File: config.mk
export PLATFORM = sky130hd
export DESIGN_NAME = col_sen_emu
export DESIGN_NICKNAME = d
export VERILOG_FILES = /design/src/rtl/col_sen_pkg.sv /design/src/rtl/col_sen_sqgen.sv /design/src/rtl/col_sen_emu.sv
export SDC_FILE = /design/constraint.sdc
export NUM_CORES = 1
export LEC_CHECK = 0
export CORE_MARGIN = 2
export CORE_UTILIZATION = 52
export DETAILED_ROUTE_END_ITERATION = 12
export PLACE_DENSITY_LB_ADDON = 0.08
export SLEW_MARGIN = 5
export SYNTH_ARGS = -nofsm -noshare
export SYNTH_HDL_FRONTEND = slang
export SYNTH_HIERARCHICAL = 1
export SYNTH_SLANG_ARGS = --single-unit
export TNS_END_PERCENT = 50
File: constraint.sdc
create_clock -name clk -period 8.1 [get_ports clk]
set_clock_uncertainty 0.1 [all_clocks]
set_input_delay 0.81 -clock clk [delete_from_list [all_inputs] [get_ports clk]]
set_output_delay 0.81 -clock clk [all_outputs]
set_load 0.01 [all_outputs]
File: src/rtl/col_sen_pkg.sv
`default_nettype none
// ------------------------------------------------------------------
// col_sen_pkg : shared codes and helpers for the colour sensor emulator
// rev 1.0
// ------------------------------------------------------------------
package col_sen_pkg;

  localparam logic [1:0] FLT_RED   = 2'b00;
  localparam logic [1:0] FLT_BLUE  = 2'b01;
  localparam logic [1:0] FLT_CLEAR = 2'b10;
  localparam logic [1:0] FLT_GREEN = 2'b11;

  // Scaling pin codes {s0,s1}; 00 powers the sensor down.
  localparam logic [1:0] SCL_OFF  = 2'b00;
  localparam logic [1:0] SCL_2    = 2'b01;
  localparam logic [1:0] SCL_20   = 2'b10;
  localparam logic [1:0] SCL_100  = 2'b11;

  localparam int unsigned SCL_K100 = 1;
  localparam int unsigned SCL_K20  = 5;
  localparam int unsigned SCL_K2   = 50;

  localparam int PRE_W = 6;

  typedef enum logic [1:0] {
    ST_OFF    = 2'd0,
    ST_SETTLE = 2'd1,
    ST_RUN    = 2'd2
  } state_e;

  function automatic logic [PRE_W-1:0] scale_k(input logic [1:0] scl);
    logic [PRE_W-1:0] k;
    case (scl)
      SCL_100: k = PRE_W'(SCL_K100);
      SCL_20:  k = PRE_W'(SCL_K20);
      SCL_2:   k = PRE_W'(SCL_K2);
      default: k = '0;
    endcase
    return k;
  endfunction

endpackage
`default_nettype wire

File: src/rtl/col_sen_sqgen.sv
`default_nettype none
// ------------------------------------------------------------------
// col_sen_sqgen : prescaled half-period counter and square-wave toggle
// rev 1.0
// ------------------------------------------------------------------
module col_sen_sqgen
  import col_sen_pkg::*;
#(
  parameter int CNT_W = 20
) (
  input  logic             clk,
  input  logic             rst_n,
  input  logic             clear_i,
  input  logic [PRE_W-1:0] k_i,
  input  logic [CNT_W-1:0] half_i,
  output logic             wave_o,
  output logic             rise_o
);

  logic [PRE_W-1:0] pre_q;
  logic [CNT_W-1:0] hcnt_q;
  logic             wave_q;
  logic             rise_q;

  logic [CNT_W-1:0] half_m1;
  logic             pre_wrap;
  logic             half_done;

  // A programmed half of zero behaves as one; >= lets a shrunk half toggle at once.
  assign half_m1   = (half_i == '0) ? '0 : half_i - CNT_W'(1);
  assign pre_wrap  = (pre_q == k_i - PRE_W'(1));
  assign half_done = (hcnt_q >= half_m1);

  always_ff @(posedge clk or negedge rst_n) begin
    if (!rst_n) begin
      pre_q  <= '0;
      hcnt_q <= '0;
      wave_q <= 1'b0;
      rise_q <= 1'b0;
    end else if (clear_i) begin
      pre_q  <= '0;
      hcnt_q <= '0;
      wave_q <= 1'b0;
      rise_q <= 1'b0;
    end else begin
      rise_q <= 1'b0;
      if (pre_wrap) begin
        pre_q <= '0;
        if (half_done) begin
          hcnt_q <= '0;
          wave_q <= ~wave_q;
          rise_q <= ~wave_q;
        end else begin
          hcnt_q <= hcnt_q + CNT_W'(1);
        end
      end else begin
        pre_q <= pre_q + PRE_W'(1);
      end
    end
  end

  assign wave_o = wave_q;
  assign rise_o = rise_q;

endmodule
`default_nettype wire

File: src/rtl/col_sen_emu.sv
`default_nettype none
// ------------------------------------------------------------------
// col_sen_emu : TCS3200-style colour sensor emulator (filter/scale pins in, frequency out)
// rev 1.0
// ------------------------------------------------------------------
module col_sen_emu
  import col_sen_pkg::*;
#(
  parameter int          CNT_W      = 20,
  parameter int          SETTLE_CYC = 16,
  parameter int unsigned HALF_RED   = 1350,
  parameter int unsigned HALF_BLUE  = 2000,
  parameter int unsigned HALF_CLEAR = 800,
  parameter int unsigned HALF_GREEN = 6700
) (
  input  logic             clk,
  input  logic             rst_n,
  input  logic             s0,
  input  logic             s1,
  input  logic             s2,
  input  logic             s3,
  input  logic             oe_n,
  input  logic             cfg_valid,
  output logic             cfg_ready,
  input  logic [1:0]       cfg_sel,
  input  logic [CNT_W-1:0] cfg_half,
  output logic             colour_freq,
  output logic             period_pulse
);

  localparam int SW = (SETTLE_CYC > 1) ? $clog2(SETTLE_CYC) : 1;
  localparam logic [SW-1:0] SETTLE_LAST = SW'(SETTLE_CYC - 1);

  logic [1:0]       sel_q, scl_q;
  logic [1:0]       sel_prev_q, scl_prev_q;
  logic [CNT_W-1:0] half_q [4];
  state_e           state_q;
  logic [SW-1:0]    settle_q;
  logic             cfg_ready_q;
  logic             colour_freq_q;

  logic             chg;
  logic             sq_clear;
  logic             wave;
  logic             rise;
  logic             colour_freq_d;

  always_ff @(posedge clk or negedge rst_n) begin
    if (!rst_n) begin
      sel_q      <= '0;
      scl_q      <= '0;
      sel_prev_q <= '0;
      scl_prev_q <= '0;
    end else begin
      sel_q      <= {s2, s3};
      scl_q      <= {s0, s1};
      sel_prev_q <= sel_q;
      scl_prev_q <= scl_q;
    end
  end

  assign chg = (sel_q != sel_prev_q) || (scl_q != scl_prev_q);

  always_ff @(posedge clk or negedge rst_n) begin
    if (!rst_n) begin
      half_q[FLT_RED]   <= CNT_W'(HALF_RED);
      half_q[FLT_BLUE]  <= CNT_W'(HALF_BLUE);
      half_q[FLT_CLEAR] <= CNT_W'(HALF_CLEAR);
      half_q[FLT_GREEN] <= CNT_W'(HALF_GREEN);
    end else if (cfg_valid && cfg_ready_q) begin
      half_q[cfg_sel] <= cfg_half;
    end
  end

  // Power-down overrides every state; otherwise any pin change restarts settling.
  always_ff @(posedge clk or negedge rst_n) begin
    if (!rst_n) begin
      state_q     <= ST_SETTLE;
      settle_q    <= '0;
      cfg_ready_q <= 1'b0;
    end else if (scl_q == SCL_OFF) begin
      state_q     <= ST_OFF;
      settle_q    <= '0;
      cfg_ready_q <= 1'b1;
    end else begin
      case (state_q)
        ST_OFF: begin
          state_q     <= ST_SETTLE;
          settle_q    <= '0;
          cfg_ready_q <= 1'b0;
        end
        ST_SETTLE: begin
          if (chg) begin
            settle_q <= '0;
          end else if (settle_q == SETTLE_LAST) begin
            state_q     <= ST_RUN;
            settle_q    <= '0;
            cfg_ready_q <= 1'b1;
          end else begin
            settle_q <= settle_q + SW'(1);
          end
        end
        ST_RUN: begin
          if (chg) begin
            state_q     <= ST_SETTLE;
            settle_q    <= '0;
            cfg_ready_q <= 1'b0;
          end
        end
        default: begin
          state_q     <= ST_OFF;
          settle_q    <= '0;
          cfg_ready_q <= 1'b1;
        end
      endcase
    end
  end

  // A change wins over a toggle landing in the same cycle.
  assign sq_clear = (state_q != ST_RUN) || chg || (scl_q == SCL_OFF);

  col_sen_sqgen #(
    .CNT_W (CNT_W)
  ) u_sqgen (
    .clk     (clk),
    .rst_n   (rst_n),
    .clear_i (sq_clear),
    .k_i     (scale_k(scl_q)),
    .half_i  (half_q[sel_q]),
    .wave_o  (wave),
    .rise_o  (rise)
  );

  assign colour_freq_d = wave & ~oe_n & ~sq_clear;

  always_ff @(posedge clk or negedge rst_n) begin
    if (!rst_n) begin
      colour_freq_q <= 1'b0;
    end else begin
      colour_freq_q <= colour_freq_d;
    end
  end

  assign colour_freq  = colour_freq_q;
  assign period_pulse = rise;
  assign cfg_ready    = cfg_ready_q;

endmodule
`default_nettype wire
Word level (Yosys, flattened, before mapping)
Index checks and enable logic that the tools add are counted.
{"block": "op_classes", "reduce_logical": 12, "eq_ne": 13, "div": 0, "n_mux": 34, "order_cmp": 4, "bitwise_logic": 7, "n_shift": 0, "mul": 0, "addsub": 5}
{"operator": "2-to-1 mux 20 bit", "n": 7}
{"operator": "bitwise mux 80 bit", "n": 1}
{"operator": "binary-select mux 20 bit (select 2 bit)", "n": 1}
{"operator": "demux 20 bit (select 2 bit)", "n": 1}
{"operator": "adder 20 x 1 -> 20 bit (second input constant)", "n": 1}
{"operator": ">= comparator 20 bit", "n": 1}
{"operator": "logical NOT 20 bit", "n": 1}
{"operator": "subtractor 20 x 1 -> 20 bit (second input constant)", "n": 1}
{"operator": "case mux 6 bit (3 select lines)", "n": 1}
{"operator": "2-to-1 mux 4 bit", "n": 4}
{"operator": "2-to-1 mux 6 bit", "n": 2}
{"operator": "2-to-1 mux 1 bit", "n": 10}
{"operator": "!= test 3 bit (second input constant)", "n": 3}
{"operator": "2-to-1 mux 2 bit", "n": 4}
{"operator": "case mux 4 bit (2 select lines)", "n": 1}
{"operator": "adder 6 x 1 -> 6 bit (second input constant)", "n": 1}
{"operator": "== test 2 bit (second input constant)", "n": 3}
{"operator": "== test 6 bit", "n": 1}
{"operator": ">= comparator 3 bit (second input constant)", "n": 2}
{"operator": "inverter 2 -> 3 bit", "n": 2}
{"operator": "case mux 2 bit (3 select lines)", "n": 1}
{"operator": "subtractor 6 x 1 -> 6 bit (second input constant)", "n": 1}
{"operator": "adder 4 x 1 -> 4 bit (second input constant)", "n": 1}
{"operator": "== test 2 x 1 -> 1 bit (second input constant)", "n": 2}
{"operator": "13 further kinds", "n": 22}
{"block": "totals", "mem_count": 0, "elab_cells": 91, "in_bits": 30, "ramBits": 0, "latchBits": 0, "register_bits": 124, "rom_bits": 0}

Depth between registers and ports, before layout
Gate-level depths: netlist of the first run.
{"block": "depth", "depth_word": 10, "depth_mapped": 17, "mapped_depth_nobuf": 15}

Hierarchy
Netlist of the first run, hierarchy kept.
{"module": "col_sen_emu", "seq_area_each_um2": 2428.6, "n_inst": 1, "cells_per_inst": 260, "area_each_um2": 4252.8}
{"module": "col_sen_sqgen", "seq_area_each_um2": 700.7, "n_inst": 1, "cells_per_inst": 282, "area_each_um2": 2399.8}

Least setup slack after synthesis of the first run
OpenSTA, ideal clock, no wires.
{"block": "synth_path", "path_type": "register -> register", "start": "register sel_q[0]", "end": "register u_sqgen.hcnt_q[10]", "arrival_time_ps": 4499, "setup_time_ps": 119, "slack_ps": 3382, "path_stages_with_launch": 18, "path_cell_list": "dfrtp_1 buf_4 mux4_2 nor4_2 nand2_1 or4_1 buf_2 or3b_4 nor3_2 mux2i_1 ha_1 and4_1 nand2_1 or4b_1 o221ai_2 a21o_1 buf_4 nor2_1"}
{"block": "synth_between", "elab_chain_len": 10, "word_cells_on_any_way": 16, "cone_classes": "add/sub: 1; order compare: 1; eq/ne: 1; mux: 7; bitwise: 1; reduce/logical: 5"}
{"element": "start, declared", "line_no": "col_sen_emu.sv:34", "rtl": "logic [1:0] sel_q, scl_q;"}
{"element": "start signal, assigned", "line_no": "col_sen_emu.sv:55", "rtl": "sel_q <= {s2, s3};"}
{"element": "inverter 2 -> 3 bit (implied by the code)", "line_no": "col_sen_emu.sv:129", "rtl": ".half_i (half_q[sel_q]),"}
{"element": "binary-select mux 20 bit (select 2 bit)", "line_no": "col_sen_emu.sv:129"}
{"element": "2-to-1 mux 20 bit (implied by the code) (2 in series)", "line_no": "col_sen_emu.sv:129"}
{"element": "subtractor 20 x 1 -> 20 bit / logical NOT 20 bit (equally long branches)", "line_no": "col_sen_sqgen.sv:30", "rtl": "assign half_m1 = (half_i == '0) ? '0 : half_i - CNT_W'(1);"}
{"element": "2-to-1 mux 20 bit", "line_no": "col_sen_sqgen.sv:30"}
{"element": ">= comparator 20 bit", "line_no": "col_sen_sqgen.sv:32", "rtl": "assign half_done = (hcnt_q >= half_m1);"}
{"element": "2-to-1 mux 20 bit", "line_no": "col_sen_sqgen.sv:49", "rtl": "if (half_done) begin"}
{"element": "2-to-1 mux 20 bit", "line_no": "col_sen_sqgen.sv:47", "rtl": "if (pre_wrap) begin"}
{"element": "2-to-1 mux 20 bit", "line_no": "col_sen_sqgen.sv:40", "rtl": "end else if (clear_i) begin"}
{"element": "end signal, assigned", "line_no": "col_sen_sqgen.sv:54", "rtl": "hcnt_q <= hcnt_q + CNT_W'(1);"}
{"element": "end, declared", "line_no": "col_sen_sqgen.sv:21", "rtl": "logic [CNT_W-1:0] hcnt_q;"}
Parallel ways exist; a longest one is shown, timed or not. The select of a mux whose other input is x is not followed.
A chain may end at the register's enable or synchronous reset.

Worst setup path in the final report of the first run
{"block": "layout_path", "start": "register sel_q[0]", "end": "register u_sqgen.hcnt_q[11]"}
Same word-level chain as after synthesis.

==> results of run 1 <==
## through the flow
stage | worst slack (ns) | utilization | cells | hold slack [ns]
2_1_floorplan | 3.382 | - | 544 | 0.3014
3_3_place_gp | 2.593 | 0.5672 | 736 | 0.3659
3_5_place_dp | 2.428 | 0.5672 | 736 | 0.3674
4_1_cts | 2.442 | 0.6164 | 768 | 0.3566
5_1_grt | 1.987 | 0.6164 | 768 | 0.3855
6_report | 2.503 | 0.6164 | 768 | 0.3416
## registers in the layout, summed over array words and instances (netlist names)
name            count
u_sqgen/pre_q       6
settle_q            4
sel_prev_q          2
cfg_ready           1
half_q             80
u_sqgen/hcnt_q     20
u_sqgen/wave_o      1
state_q             2
scl_prev_q          2
scl_q               2
colour_freq         1
u_sqgen/rise_o      1
sel_q               2
## placed cells by master, fill, tap and decap left out, types with 6 or more instances in the layout
cell / Yosys / routed
nor2_1: 43 / 43
clkdlybuf4s50_1: 0 / 31
a21oi_1: 14 / 14
nor4_1: 6 / 6
clkbuf_16: 0 / 17
mux2_2: 61 / 61
nor2b_1: 9 / 9
buf_4: 5 / 8
o21ai_0: 8 / 8
nor3_1: 18 / 18
xor2_1: 15 / 15
and3_1: 6 / 6
mux4_2: 20 / 20
dfstp_2: 21 / 21
nand3_1: 8 / 8
inv_1: 6 / 6
xnor2_1: 28 / 28
ha_1: 25 / 25
mux2_4: 20 / 20
nand2_1: 44 / 44
nand4_1: 8 / 8
dfrtp_1: 103 / 103
## worst paths after layout
| kind | startpoint | endpoint | slack [ns] | cells after the start |
|---|---|---|---|---|
| setup / recovery | sel_q[0] | u_sqgen/hcnt_q[11] | 2.50 | 14 |
| hold / removal | rst_n | u_sqgen/pre_q[5] | 0.34 | 1 |
| setup reg to reg | sel_q[0] | u_sqgen/hcnt_q[11] | 2.50 | 14 |
| hold reg to reg | u_sqgen/wave_o | u_sqgen/rise_o | 0.38 | 1 |
| max in group asynchronous | rst_n | half_q[26] | 6.22 | 2 |
| min in group clk | u_sqgen/wave_o | u_sqgen/rise_o | 0.38 | 1 |
## metal layers
metal,wire length (microns),GRT usage,vias to the layer above,share of wire
li1,-,-,2043,-
met1,6244,0.2975,2197,0.48
met2,6495,0.3395,52,0.49
met3,330,0.05407,5,0.025
met4,67,0.06353,0,0.0051
met5,0,0,-,0
## synthesized netlist by cell type (2+ instances only)
cell type and n:
and4_1 4, dfstp_2 21, nor2_1 43, a22o_1 3, or4_1 2, a21oi_1 14
nor2b_1 9, a221oi_1 2, a211oi_1 2, nand3_1 8, nor4_1 6, xor2_1 15
nand4_1 8, o31ai_1 4, nand2_1 44, buf_6 2, nor3_2 2, and2_1 3
o21ai_0 8, dfrtp_1 103, mux2_4 20, a21o_1 3, xnor2_1 28, inv_1 6
mux2i_1 3, nand2b_1 5, buf_2 9, nor3_1 18, ha_1 25, and3_1 6
clkbuf_1 3, nand3b_1 3, and2b_1 2, mux2_2 61, buf_4 5, mux4_2 20
nor4_2 2
## report_power, final
group | internal, mW | switching [mW] | leakage [nW] | total (mW)
clock network | 0.503 | 0.282 | 0.294 | 0.785
registers | 0.750 | 0.0600 | 1.52 | 0.810
logic | 0.221 | 0.172 | 1.49 | 0.393
total | 1.47 | 0.514 | 3.30 | 1.99
## layout make-up
type / instances / area [sq um] / area share
Timing Repair Buffer: 39 / 370.4 / 0.04780
Multi-Input combinational cell: 395 / 3392 / 0.4378
Sequential cell: 124 / 3129 / 0.4039
Clock buffer: 20 / 456.7 / 0.05895
Clock inverter: 12 / 161.4 / 0.02083
Tap cell: 172 / 215.2 / 0.02778
Inverter: 6 / 22.52 / 0.002907
## cell families after synthesis
group	share of synthesized area
compound gates	0.04984
mux	0.2223
fa+ha+maj	0.04702
buf+inv	0.02088
flops	0.4704
xor+xnor	0.05661
simple gates	0.1324
other cells	0.0005637
==> key figures, run 1 <==
Floorplan
  – Core box area: 12570 sq um
  – Die X: 117.1 microns
  – Row count: 41
  – IO Pins: 33
  – Initial core utilization: 0.5293
  – Die Area: 13710 sq um
  – Die H: 117.1 microns

Drt
  – Total number of vias: 4297
  – Final ANT Viol Nets: 0
  – Iteration-0 DRC Markers: 206
  – DRT Wirelength: 13140 microns
  – Drt wl/cell: 17.11 microns
  – Vias/cell: 5.595
  – DRC viols: 0
  – Drt pass-1 iters: 5

Finish
  – Cell area after layout: 7747 sq um
  – P&R area growth vs syn: 16.46%
  – Final #Nets: 638
  – Fillcell total: 1025
  – # diodes: 0
  – Layout cell share with drive strength beyond 1: 0.2886

Place
  – Post-DP Area: 7129 sq um
  – Post-DP HPWL: 8915 microns
  – Port buffer count: 32
  – Gpl congestion: 0.7972

Power
  – Leakage: 3.298 nW
  – PwrDens: 256.5 nW/um^2
  – Worst vdd ir: 0.1873 mV
  – Overall power: 1.988 mW

GRT
  – Global-route wire length before repair: 22280 microns
  – Total track usage: 0.2154
  – Number of global-route vias before repair: 4425
  – Total gr overflow: 0
  – Initial antenna violation count: 0
  – Largest net degree at the start of global routing: 72

Critical path
  – Worst-path cell chain: buf_4 > mux4_2 > or4_1 > nor4_1 > or3b_4 > nor3_2 > mux2i_1 > ha_1 > and4_1 > nand2_1 > or4b_1 > o221ai_2 > a21o_1 > nor2_1
  – Crit path max fanout: 15
  – Crit path buffers/inverters: 1
  – Critical path data required time: 8.27 ns
  – Worst path slowest cell: dfrtp_1
  – CP arrival: 5.77 ns
  – CP top delay family: simple AND/OR/NAND/NOR gates
  – Crit path launch type: flip-flop
  – Crit Path Category: flip-flop to flip-flop
  – CP max stage delay: 0.70 ns
  – Crit. End Element: flip-flop

Timing
  – Max Freq: 178.7 MHz
  – Slew @ Worst Pin: 0.8644 ns
  – Final hold violations: 0
  – # setup viols final: 0
  – RSZ-0062 raised after global routing: no
  – Fin crit share: 0.6910
  – Max transition margin: 0.4237
  – Setup_tns: 0 ns
  – Slew Viols, Final: 0
  – Fin crit period: 5.597 ns

Clocking
  – Total CTS buffers: 17
  – Longest Clk Path Bufs: 2
  – Num Clock Sinks: 124
  – Root buffer cell: clkbuf_16
  – Worst-path clk slew: 0.06 ns
  – CTS tree: built
  – Cts hold-fix bufs: 0
  – Setup Fix Bufs, Post-CTS: 0
  – Post-CTS resize count: 0
  – Clk Latency, worst-skew pair: 0.41 ns
  – CTS H-tree lvls: 4

Yosys
  – Cells after synthesis: 542
  – Dominant synthesized flop cell: dfrtp_1
  – Post-synthesis cell area: 6653 sq um
  – Number of synthesized flops with an enable pin: 0
  – Register area share after synthesis: 0.4704
  – Area leader, netlist: dfrtp_1
  – Synthesis-stage register bit count: 124
  – Avg Synthesized Cell Area: 12.27 sq um
  – Yosys warning count: 6
  – Synth top area share: 0.3874
  – Post-synth cell types: 57
  – Fraction of registers with async set/reset: 1.000
  – Synth area leaders: dfrtp_1 (39%), mux2_2 (10%), dfstp_2 (8.3%), mux4_2 (6.8%), ha_1 (4.7%)

Hold path
  – Tightest Hold Check Type: input port to asynchronous set/reset pin

Run
  – Max-Cap Viols: 0

Run status
  – Outcome: finished clean
Note: power is estimated with default switching activity, not from simulation.
==> run 2: changes to the inputs <==
clock period = 5.3 ns   (was 8.1 ns; I/O delays follow)
==> key figures, run 2 (synthesis results as in run 1) <==
Place
  – Gpl congestion: 0.8232
  – Pre-CTS setup slack: 0.08449 ns
  – Port buffer count: 32
  – Post-DP HPWL: 8995 microns

Timing
  – Max transition margin: 0.3499
  – Hold WS: 0.1691 ns
  – Fin worst setup slack: 0.3232 ns
  – Max Freq: 200.9 MHz
  – Fin crit share: 0.9390
  – Final hold violations: 0
  – Slew @ Worst Pin: 0.9751 ns
  – RSZ-0062 raised after global routing: no
  – # setup viols final: 0
  – Setup_tns: 0 ns
  – Slew Viols, Final: 0
  – Fin crit period: 4.977 ns

Finish
  – Commonest cells after routing, fill and taps aside: dfrtp_1 (103), mux2_2 (61), nand2_1 (44)
  – Area of the multi-input gates: 3432 sq um
  – Final #Nets: 639
  – P&R area growth vs syn: 16.85%
  – Register Area: 3129 sq um
  – Layout cell share with drive strength beyond 1: 0.2982
  – Reg with most FFs: half_q
  – Max FFs per register: 80
  – # diodes: 0
  – Commonest non-fill, non-tap cell in the layout: dfrtp_1
  – Top Registers: half_q (80), u_sqgen/hcnt_q (20), u_sqgen/pre_q (6)
  – Fillcell total: 1013

Power
  – Leakage: 3.297 nW
  – Overall power: 2.962 mW
  – Worst vdd ir: 0.2764 mV
  – PwrDens: 381.1 nW/um^2

Drt
  – Iteration-0 DRC Markers: 238
  – Final ANT Viol Nets: 0
  – DRT Wirelength: 13230 microns
  – Drt wl/cell: 17.21 microns
  – Vias/cell: 5.545
  – Drt pass-1 iters: 5
  – Total number of vias: 4264
  – DRC viols: 0

Run status
  – Outcome: finished clean

Clocking
  – Worst-path clk slew: 0.06 ns
  – Clk Latency, worst-skew pair: 0.42 ns
  – Num Clock Sinks: 124
  – Longest Clk Path Bufs: 2
  – Cts hold-fix bufs: 0
  – Root buffer cell: clkbuf_16
  – Total CTS buffers: 17
  – Setup Fix Bufs, Post-CTS: 0
  – CTS H-tree lvls: 4
  – CTS tree: built

Floorplan
  – Core box area: 12570 sq um
  – Die H: 117.1 microns
  – Die Area: 13710 sq um
  – Initial core utilization: 0.5293
  – Die X: 117.1 microns
  – Row count: 41
  – IO Pins: 33

GRT
  – Largest net degree at the start of global routing: 78
  – Initial antenna violation count: 0
  – Number of global-route vias before repair: 4373
  – Global-route wire length before repair: 22000 microns
  – Total track usage: 0.2143
  – Total gr overflow: 0

Critical path
  – Crit Path Category: flip-flop to flip-flop
  – Crit. End Element: flip-flop
  – Crit path max fanout: 21
  – CP arrival: 5.18 ns
  – R2R Setup Slk: 0.32 ns
  – Critical path data required time: 5.50 ns
  – Crit path launch type: flip-flop
  – R2R cell count: 15

Run
  – Max-Cap Viols: 0

Hold path
  – Tightest Hold Check Type: input port to asynchronous set/reset pin
==> run 2: stage by stage <==
step | area, sq um | std cells | util
floorplan | 6660 | 544 | -
global route | 7774 | 769 | 0.6185
CTS | 7734 | 769 | 0.6153
global placement | 7162 | 737 | 0.5698
detailed placement | 7162 | 737 | 0.5698
finish | 7774 | 769 | 0.6185
==> run 2: what timing repair did <==
action                                  in CTS  in global routing
gates resized for setup                      0                  7
endpoints found under the hold margin        0                  0
endpoints found under the setup margin       0                 20
==> run 2: path summary, 6_finish.rpt <==
| kind | from | endpoint |
|---|---|---|
| max | sel_q[0] | u_sqgen/wave_o |
| min in group clk | u_sqgen/wave_o | u_sqgen/rise_o |
| min reg2reg | u_sqgen/wave_o | u_sqgen/rise_o |
| max in group asynchronous | rst_n | scl_prev_q[0] |
| max reg2reg | sel_q[0] | u_sqgen/wave_o |
| min | rst_n | u_sqgen/pre_q[3] |
==> run 2: critical path, stage by stage, from the launching register on <==
cell and delay [ns]:
dfrtp_1 0.41, buf_12 0.22, mux4_2 0.57, nor4_2 0.32, nand2_1 0.13, or4_4 0.48
or3b_4 0.43, nor3_2 0.13, mux2i_1 0.10, ha_1 0.31, and4_1 0.20, nand2_1 0.10
or4b_1 0.58, o221ai_4 0.31, nand2_1 0.16, mux2_2 0.30
==> run 2: report_power, final <==
group          total, mW  internal (mW)  switching (mW)
logic              0.611          0.341           0.270
registers           1.24           1.15          0.0912
clock network       1.11          0.673           0.442
==> run 2: area by class of cell <==
cell class | count | share of cell area
clock buffer | 20 | 0.05875
multi-input combinational | 395 | 0.4415
inverter | 6 | 0.002897
timing repair buffer | 40 | 0.05183
sequential | 124 | 0.4025
tap | 172 | 0.02768
clock inverter | 12 | 0.01481
==> run 2: layer usage <==
layer  vias to the layer above  wire length, microns  track usage
met4                         0                   204      0.07373
met1                      2135                  6281       0.2851
met2                        65                  6293       0.3426
met3                        16                   454      0.05767
met5                         -                     0            0
li1                       2048                     -            -
